File: src/rtl/csa_adder_pipe.sv
// Pipelined carry-select adder/subtractor.
// WIDTH is split into BLK-bit carry-select blocks; each stage resolves
// BLK_PER_STG of them and registers the carry for the next stage.
// WIDTH must be a multiple of BLK*BLK_PER_STG.
// The whole pipe advances as one unit under a valid/ready handshake.

// One carry-select block: both candidate sums are formed up front so only
// the final select sits on the rippling carry path.
module csa_blk #(
   parameter int BLK = 4
) (
   input  logic [BLK-1:0] a,
   input  logic [BLK-1:0] b,
   input  logic           cin,
   output logic [BLK-1:0] sum,
   output logic           cout
);
   logic [BLK:0] s0, s1;

   // candidate sums for carry-in 0 and 1, selected by the incoming carry
   always_comb begin
      s0 = {1'b0, a} + {1'b0, b};
      s1 = {1'b0, a} + {1'b0, b} + {{BLK{1'b0}}, 1'b1};
      {cout, sum} = cin ? s1 : s0;
   end
endmodule

module csa_adder_pipe #(
   parameter int WIDTH       = 32,
   parameter int BLK         = 4,
   parameter int BLK_PER_STG = 2,
   parameter int TAG_W       = 4
) (
   input  logic             clk,
   input  logic             rst_n,
   input  logic             in_valid,
   output logic             in_ready,
   input  logic [WIDTH-1:0] in_a,
   input  logic [WIDTH-1:0] in_b,
   input  logic             in_cin,
   input  logic             in_sub,
   input  logic [TAG_W-1:0] in_tag,
   output logic             out_valid,
   input  logic             out_ready,
   output logic [WIDTH-1:0] out_sum,
   output logic             out_cout,
   output logic             out_ovf,
   output logic [TAG_W-1:0] out_tag
);
   localparam int S    = BLK * BLK_PER_STG;
   localparam int NSTG = WIDTH / S;

   // One pipeline slot. a/b hold the conditioned operands: only the slices
   // not yet consumed matter downstream, the lower bits go dead and are
   // trimmed by synthesis. sum fills in one slice per stage.
   typedef struct packed {
      logic [WIDTH-1:0] a;
      logic [WIDTH-1:0] b;
      logic [WIDTH-1:0] sum;
      logic             cy;
      logic             ovf;
      logic [TAG_W-1:0] tag;
   } stg_t;

   logic [NSTG:0] vld_pipe;
   stg_t          stg_q [NSTG+1];   // [0] = accepted op, [k+1] = after stage k
   stg_t          stg_d [NSTG];     // combinational result of stage k
   stg_t          acc_d;
   logic          advance;

   assign advance  = !vld_pipe[NSTG] || out_ready;
   assign in_ready = advance && rst_n;

   // subtract is A + ~B + 1; carry-in is ignored in subtract mode
   always_comb begin
      acc_d     = '0;
      acc_d.a   = in_a;
      acc_d.b   = in_sub ? ~in_b : in_b;
      acc_d.cy  = in_sub | in_cin;
      acc_d.tag = in_tag;
   end

   for (genvar k = 0; k < NSTG; k++) begin : g_stg
      logic [BLK_PER_STG:0]              cc;
      logic [BLK_PER_STG-1:0][BLK-1:0]   ss;
      stg_t                              nx;

      assign cc[0] = stg_q[k].cy;

      for (genvar j = 0; j < BLK_PER_STG; j++) begin : g_blk
         csa_blk #(.BLK(BLK)) u_blk (
            .a    (stg_q[k].a[k*S + j*BLK +: BLK]),
            .b    (stg_q[k].b[k*S + j*BLK +: BLK]),
            .cin  (cc[j]),
            .sum  (ss[j]),
            .cout (cc[j+1])
         );
      end

      // merge this slice's sum/carry into the slot; the last stage also
      // derives overflow from carry-in vs carry-out of the MSB
      always_comb begin
         nx                = stg_q[k];
         nx.sum[k*S +: S]  = ss;
         nx.cy             = cc[BLK_PER_STG];
         nx.ovf            = 1'b0;
         if (k == NSTG-1)
            nx.ovf = cc[BLK_PER_STG] ^ stg_q[k].a[WIDTH-1] ^ stg_q[k].b[WIDTH-1]
                   ^ ss[BLK_PER_STG-1][BLK-1];
      end

      assign stg_d[k] = nx;
   end

   // whole pipe shifts together on advance; reset drops every in-flight op
   always_ff @(posedge clk) begin
      if (!rst_n) begin
         vld_pipe <= '0;
         for (int k = 0; k <= NSTG; k++) stg_q[k] <= '0;
      end else if (advance) begin
         vld_pipe <= {vld_pipe[NSTG-1:0], in_valid};
         stg_q[0] <= acc_d;
         for (int k = 0; k < NSTG; k++) stg_q[k+1] <= stg_d[k];
      end
   end

   assign out_valid = vld_pipe[NSTG];
   assign out_sum   = stg_q[NSTG].sum;
   assign out_cout  = stg_q[NSTG].cy;
   assign out_ovf   = stg_q[NSTG].ovf;
   assign out_tag   = stg_q[NSTG].tag;
endmodule

File: config.mk
export PLATFORM = sky130hd
export DESIGN_NAME = csa_adder_pipe
export DESIGN_NICKNAME = d
export VERILOG_FILES = /design/src/rtl/csa_adder_pipe.sv
export SDC_FILE = /design/constraint.sdc
export NUM_CORES = 1
export LEC_CHECK = 0
export CAP_MARGIN = 20
export CORE_MARGIN = 5
export CORE_UTILIZATION = 45
export DETAILED_ROUTE_END_ITERATION = 16
export PLACE_DENSITY = 0.75
export SYNTH_ARGS = -nofsm -noshare
export SYNTH_HDL_FRONTEND = slang
export SYNTH_SLANG_ARGS = --single-unit
export TNS_END_PERCENT = 20
File: constraint.sdc
create_clock -name clk -period 20.2 [get_ports clk]
set_input_delay 6.06 -clock clk [delete_from_list [all_inputs] [get_ports clk]]
set_output_delay 6.06 -clock clk [all_outputs]
set_load 0.01 [all_outputs]
==> out/results.ini, run 1 <==
[status]
status = finished clean

[die]
die_h_um = 172
die_area_um2 = 29500
initial_core_util_pct = 45.4
ios = 114
die_x_um = 172
fp-row-count = 59
design.core.area_um2 = 25900

[worst_setup_path]
crit_path_start = out_ready
r2r_cells = 4
r2r-start = vld_pipe[4]$_SDFFE_PN0P_
endpoint_kind = output pin
path_max_fanout = 87
crit_path_start_kind = input port
critPathRequiredTime_ns = 14.14
arrival_ns = 8.65
critPathKind = in2out

[synthesis]
synth_most_common_cell = edfxtp_1
yosys-top-cells-count = edfxtp_1, and3_1, nor2_1
syn_avg_cell_area_um2 = 14.2
syn-cell-area_um2 = 11800
yosysTopAreaCell = edfxtp_1
syn_nets = 949
synth_seq_area_share_pct = 68.7
synth_edf_count = 266
postSynthCellCount = 827
synthDominantCellAreaShare_pct = 67.9
synth_cell_types = 30
synth_ff_type = edfxtp_1
synth.area.top_cells = edfxtp_1, and3_1, xnor2_1, ha_1, nor2_1
synth_warnings = 0
synthArstFlopShare_pct = 0
synth_seq_cells = 271

[cells_and_area]
drive_gt1_share_pct = 6.06
syn_to_final_growth_pct = 20.8
fin_util_pct = 54.9
stdcell_count = 1276
n_fill_cell = 2074
nets = 1043
antennaDiodeCount = 0

[place]
pre_cts_slack_ns = 5.51
dp_hpwl_um = 10600
io_buffers = 113
dp.cells = 1225
gp_congestion = 0.760

[grt]
met1_usage_pct = 14.8
grtUsageTotal_pct = 12.2
use_met2_pct = 22.3
grt_antenna_before_repair = 0
grt_most_used_layer = met2
overflow = 0
met3_usage_pct = 2.34
grt_pass1_wl_um = 29600
grt_max_degree = 123
grt_pass1_vias = 6223

[pwr]
leakagePower_nw = 6.48
power.clock.fraction_pct = 43.4
switching_share_pct = 19.1
internal_power_mw = 1.05
comb_power_share_pct = 6.2
vdd_drop_max_mv = 0.0551
powerDensity_nw_per_um2 = 91.4
seq_power_share_pct = 50.3
p_switching_mw = 0.248

[timing]
period_minus_slack_ns = 14.71
drv_slew = 0
setup_viol = 0
fin_skew_ns = 0.0106
hold_viol_final = 0
fin_crit_sh_pct = 72.8
fmax_ghz = 0.0680
rsz0062_at_grt = false
worst_slack_ns = 5.49
maxSlewHeadroom_pct = 34.0
tightest_slew_ns = 0.990
setup_tns_ns = 0

[clocking]
cts-root-buf = clkbuf_16
clock_path_buffers = 3
clk_pin_slew_worst_paths_ns = 0.06
cts_buffers = 28
ctsResizeCount = 0
clock-sinks = 271
clock_latency_ns = 0.52
htree_num_levels = 1
hold_buffers = 0
cts_tree = yes
post_cts_buffers = 0

[min_path]
hold_class = reg2reg
whs_path_depth = 2
hp-start = vld_pipe[3]$_SDFFE_PN0P_

[routing]
vias = 6457
first_pass_iters = 4
drc = 0
ant_nets = 0
vias_per_cell = 5.06
drt_iter0_drc = 419
wl_per_cell_um = 14.4
wl_um = 18400

[job]
cap_violations = 0

==> power by group through the flow <==
stage / Combinational [mW] / Clock [mW] / Sequential, mW
floorplan: 0.0509 / 0 / 0.665
global placement: 0.0792 / 0 / 0.664
detailed placement: 0.0816 / 0 / 0.666
CTS: 0.0822 / 0.578 / 0.654
global route: 0.0907 / 0.602 / 0.656
finish: 0.0809 / 0.564 / 0.654
==> path summary, 6_finish.rpt <==
path         slack, ns                     endpoint
max               5.49                     in_ready
min reg2reg       0.44     vld_pipe[4]$_SDFFE_PN0P_
max reg2reg      17.14  stg_q[0][149]$_SDFFCE_PN0P_
min               0.44     vld_pipe[4]$_SDFFE_PN0P_
==> per-stage QoR <==
stage | power, mW | hold slack (ns) | cell area [um^2]
2_1_floorplan | 0.716 | 0.422 | 11800
3_3_place_gp | 0.744 | 0.436 | 13200
3_5_place_dp | 0.747 | 0.434 | 13200
4_1_cts | 1.31 | 0.443 | 14200
5_1_grt | 1.35 | 0.480 | 14200
6_report | 1.30 | 0.437 | 14200
==> registers in the layout, summed over array words and instances (netlist names) <==
signal / flops
stg_q: 266
vld_pipe: 5
==> layout by cell type, fill, tap and decap left out, types with 3 or more instances in the layout <==
master	netlist	routed
xor2_1	15	15
nor3_1	4	4
a22o_1	4	4
clkinv_2	0	4
nand3_1	8	8
a21o_1	18	18
nand4_1	6	6
buf_4	0	6
inv_1	11	10
a21oi_1	21	21
clkbuf_16	0	29
clkinv_1	0	5
ha_1	40	40
clkdlybuf4s50_1	0	111
xnor2_1	59	59
mux2i_1	6	6
nor4_1	3	3
fa_1	8	8
nand2_1	10	9
edfxtp_1	266	266
bufinv_16	0	8
dfxtp_1	5	5
nor2_1	76	76
and3_1	200	200
==> cell type report <==
| class | instances | area [um^2] | share of cell area [%] |
|---|---|---|---|
| inverter | 11 | 48.8 | 0.343 |
| timing repair buffer | 119 | 1190 | 8.36 |
| clock buffer | 31 | 733 | 5.16 |
| sequential | 271 | 8090 | 56.9 |
| clock inverter | 19 | 294 | 2.07 |
| tap | 335 | 419 | 2.95 |
| multi-input combinational | 490 | 3440 | 24.2 |
==> cell families after synthesis <==
family | synth area share [%]
XOR/XNOR | 5.64
flip-flops | 68.7
multiplexers | 0.510
buffers and inverters | 2.10
AND/OR/NAND/NOR | 14.8
adder cells (fa/ha/maj) | 5.61
AO/OA/AOI/OAI | 2.59
==> critical path: stages <==
cell	delay, ns
clkdlybuf4s50_1	0.40
nand2b_4	0.48
nand2_2	0.20
buf_4	0.64
inv_1	0.23
clkdlybuf4s50_1	0.55
==> per-layer routing <==
layer  share of wire (%)  up-vias
li1                    -     3245
met1                  40     3079
met2                  53      104
met3                 4.7       29
met4                 1.8        0
met5                   0        -
Note: power is estimated with default switching activity, not from simulation.
==> run 2, diff against run 1 <==
- clock period: 20.2 -> 14.1 ns (I/O delays scaled with it)
==> run 2 against run 1 <==
Effect of this change:
- final cell count unchanged
- non-clock buffer count down 1
- global-route usage down 0.14 points
- clock power up 24%
- combinational power up 42%
- largest cell class unchanged
==> out/results.ini, run 2 (synthesis results as in run 1) <==
[worst_setup_path]
critPathRequiredTime_ns = 9.87
crit_chain = clkdlybuf4s50_1 -> nand2b_4 -> nand2_2 -> buf_4 -> inv_1 -> clkdlybuf4s50_1
endpoint_kind = output pin
crit_cells = 6
cpMaxStageDelayCell = buf_4
path_max_fanout = 87
cp_common_cell = clkdlybuf4s50_1
r2r_cells = 4
path_buf_inv = 4
crit_family = buffers and inverters
arrival_ns = 6.81
slowest_delay_ns = 0.64
crit_path_start_kind = input port
critPathKind = in2out

[clocking]
clock_path_buffers = 3
cts_buffers = 27
cts_tree = yes
clk_pin_slew_worst_paths_ns = 0.06
clock-sinks = 271
clock_latency_ns = 0.53
hold_buffers = 0
htree_num_levels = 1
cts-root-buf = clkbuf_16
post_cts_buffers = 0
ctsResizeCount = 0

[cells_and_area]
layout_common_cells = edfxtp_1, and3_1, clkdlybuf4s50_1
nets = 1041
final_common_cell = edfxtp_1
reg_top3 = stg_q (266), vld_pipe (5)
regMostFlops = stg_q
fin_util_pct = 54.2
stdcell_count = 1276
drive_gt1_share_pct = 5.75
fin_area_um2 = 14000
syn_to_final_growth_pct = 19.3
largest_reg_flops = 266

[grt]
grt_pass1_wl_um = 29300
grt_max_degree = 123
grt_antenna_before_repair = 2
grt_pass1_vias = 6110
overflow = 0
grtUsageTotal_pct = 12.1

[routing]
vias = 6402
wl_um = 18100
drt_iter0_drc = 568
wl_per_cell_um = 14.2
ant_nets = 0
drc = 0
first_pass_iters = 4
vias_per_cell = 5.02

[status]
status = finished clean

[timing]
fmax_ghz = 0.0906
tightest_slew_ns = 0.988
drv_slew = 0
rsz0062_at_grt = false
fin_skew_ns = 0.0227
hold_viol_final = 0
period_minus_slack_ns = 11.04
maxSlewHeadroom_pct = 34.2
fin_crit_sh_pct = 78.3
setup_tns_ns = 0
setup_viol = 0
fin_hold_ws_ns = 0.444
worst_slack_ns = 3.06

[die]
die_x_um = 172
initial_core_util_pct = 45.4
die_h_um = 172
fp-row-count = 59
die_area_um2 = 29500
ios = 114
design.core.area_um2 = 25900

[pwr]
leakagePower_nw = 6.39
fin_total_pwr_mw = 1.75
p_switching_mw = 0.350
power.clock.fraction_pct = 39.9
comb_power_share_pct = 6.6
seq_power_share_pct = 53.5
powerDensity_nw_per_um2 = 125
internal_power_mw = 1.40
switching_share_pct = 20.0
vdd_drop_max_mv = 0.0777

[place]
pre_cts_slack_ns = 3.05
io_buffers = 113
dp_hpwl_um = 10500
placed_area_um2 = 13200
dp.cells = 1225
gp_congestion = 0.783

[job]
cap_violations = 0

[min_path]
hold_class = reg2reg
whs_path_depth = 2

run 2: cell count changes in the layout (fill, tap and decap cells not counted):
cell	change
bufinv_16	-6
clkbuf_1	+5
clkbuf_8	+4
clkinv_1	-4
clkbuf_16	-2
diode_2	+2
buf_16	-1
clkinv_4	+1
inv_6	+1
run 2: worst paths after layout:
kind / slack (ns) / endpoint / from
worst max register to register: 10.87 / stg_q[0][217]$_SDFFCE_PN0P_ / vld_pipe[4]$_SDFFE_PN0P_
worst min register to register: 0.44 / vld_pipe[4]$_SDFFE_PN0P_ / vld_pipe[3]$_SDFFE_PN0P_
worst min-delay path: 0.44 / vld_pipe[4]$_SDFFE_PN0P_ / vld_pipe[3]$_SDFFE_PN0P_
worst max-delay path: 3.06 / in_ready / out_ready
run 2: routing by layer:
metal | global-route usage, % | routed length [um] | share of wire [%] | up-vias
met4 | 4.13 | 431 | 2.4 | 0
met2 | 21.6 | 9450 | 52 | 107
met1 | 14.6 | 7410 | 41 | 3029
li1 | - | - | - | 3236
met5 | 0 | 0 | 0 | -
met3 | 2.32 | 800 | 4.4 | 30
run 2: worst reg2reg max path: stages, from the launching register on:
cell and delay, ns:
dfxtp_1 0.33, nand2b_4 0.55, nor2_1 0.33, inv_8 0.61, buf_4 0.94
run 2: layout make-up:
class	count	area, um^2
Fill cell	2113	11900
Sequential cell	271	8090
Multi-Input combinational cell	490	3440
Timing Repair Buffer	118	1160
Clock buffer	38	757
Tap cell	335	419
Clock inverter	11	116
Inverter	11	48.8
Antenna cell	2	5.00
run 2: power groups by stage:
stage	clock (mW)	sequential, mW	combinational, mW
4_1_cts	0.718	0.936	0.117
5_1_grt	0.751	0.940	0.130
6_report	0.698	0.936	0.115
3_3_place_gp	0	0.952	0.114
2_1_floorplan	0	0.953	0.0729
3_5_place_dp	0	0.953	0.116
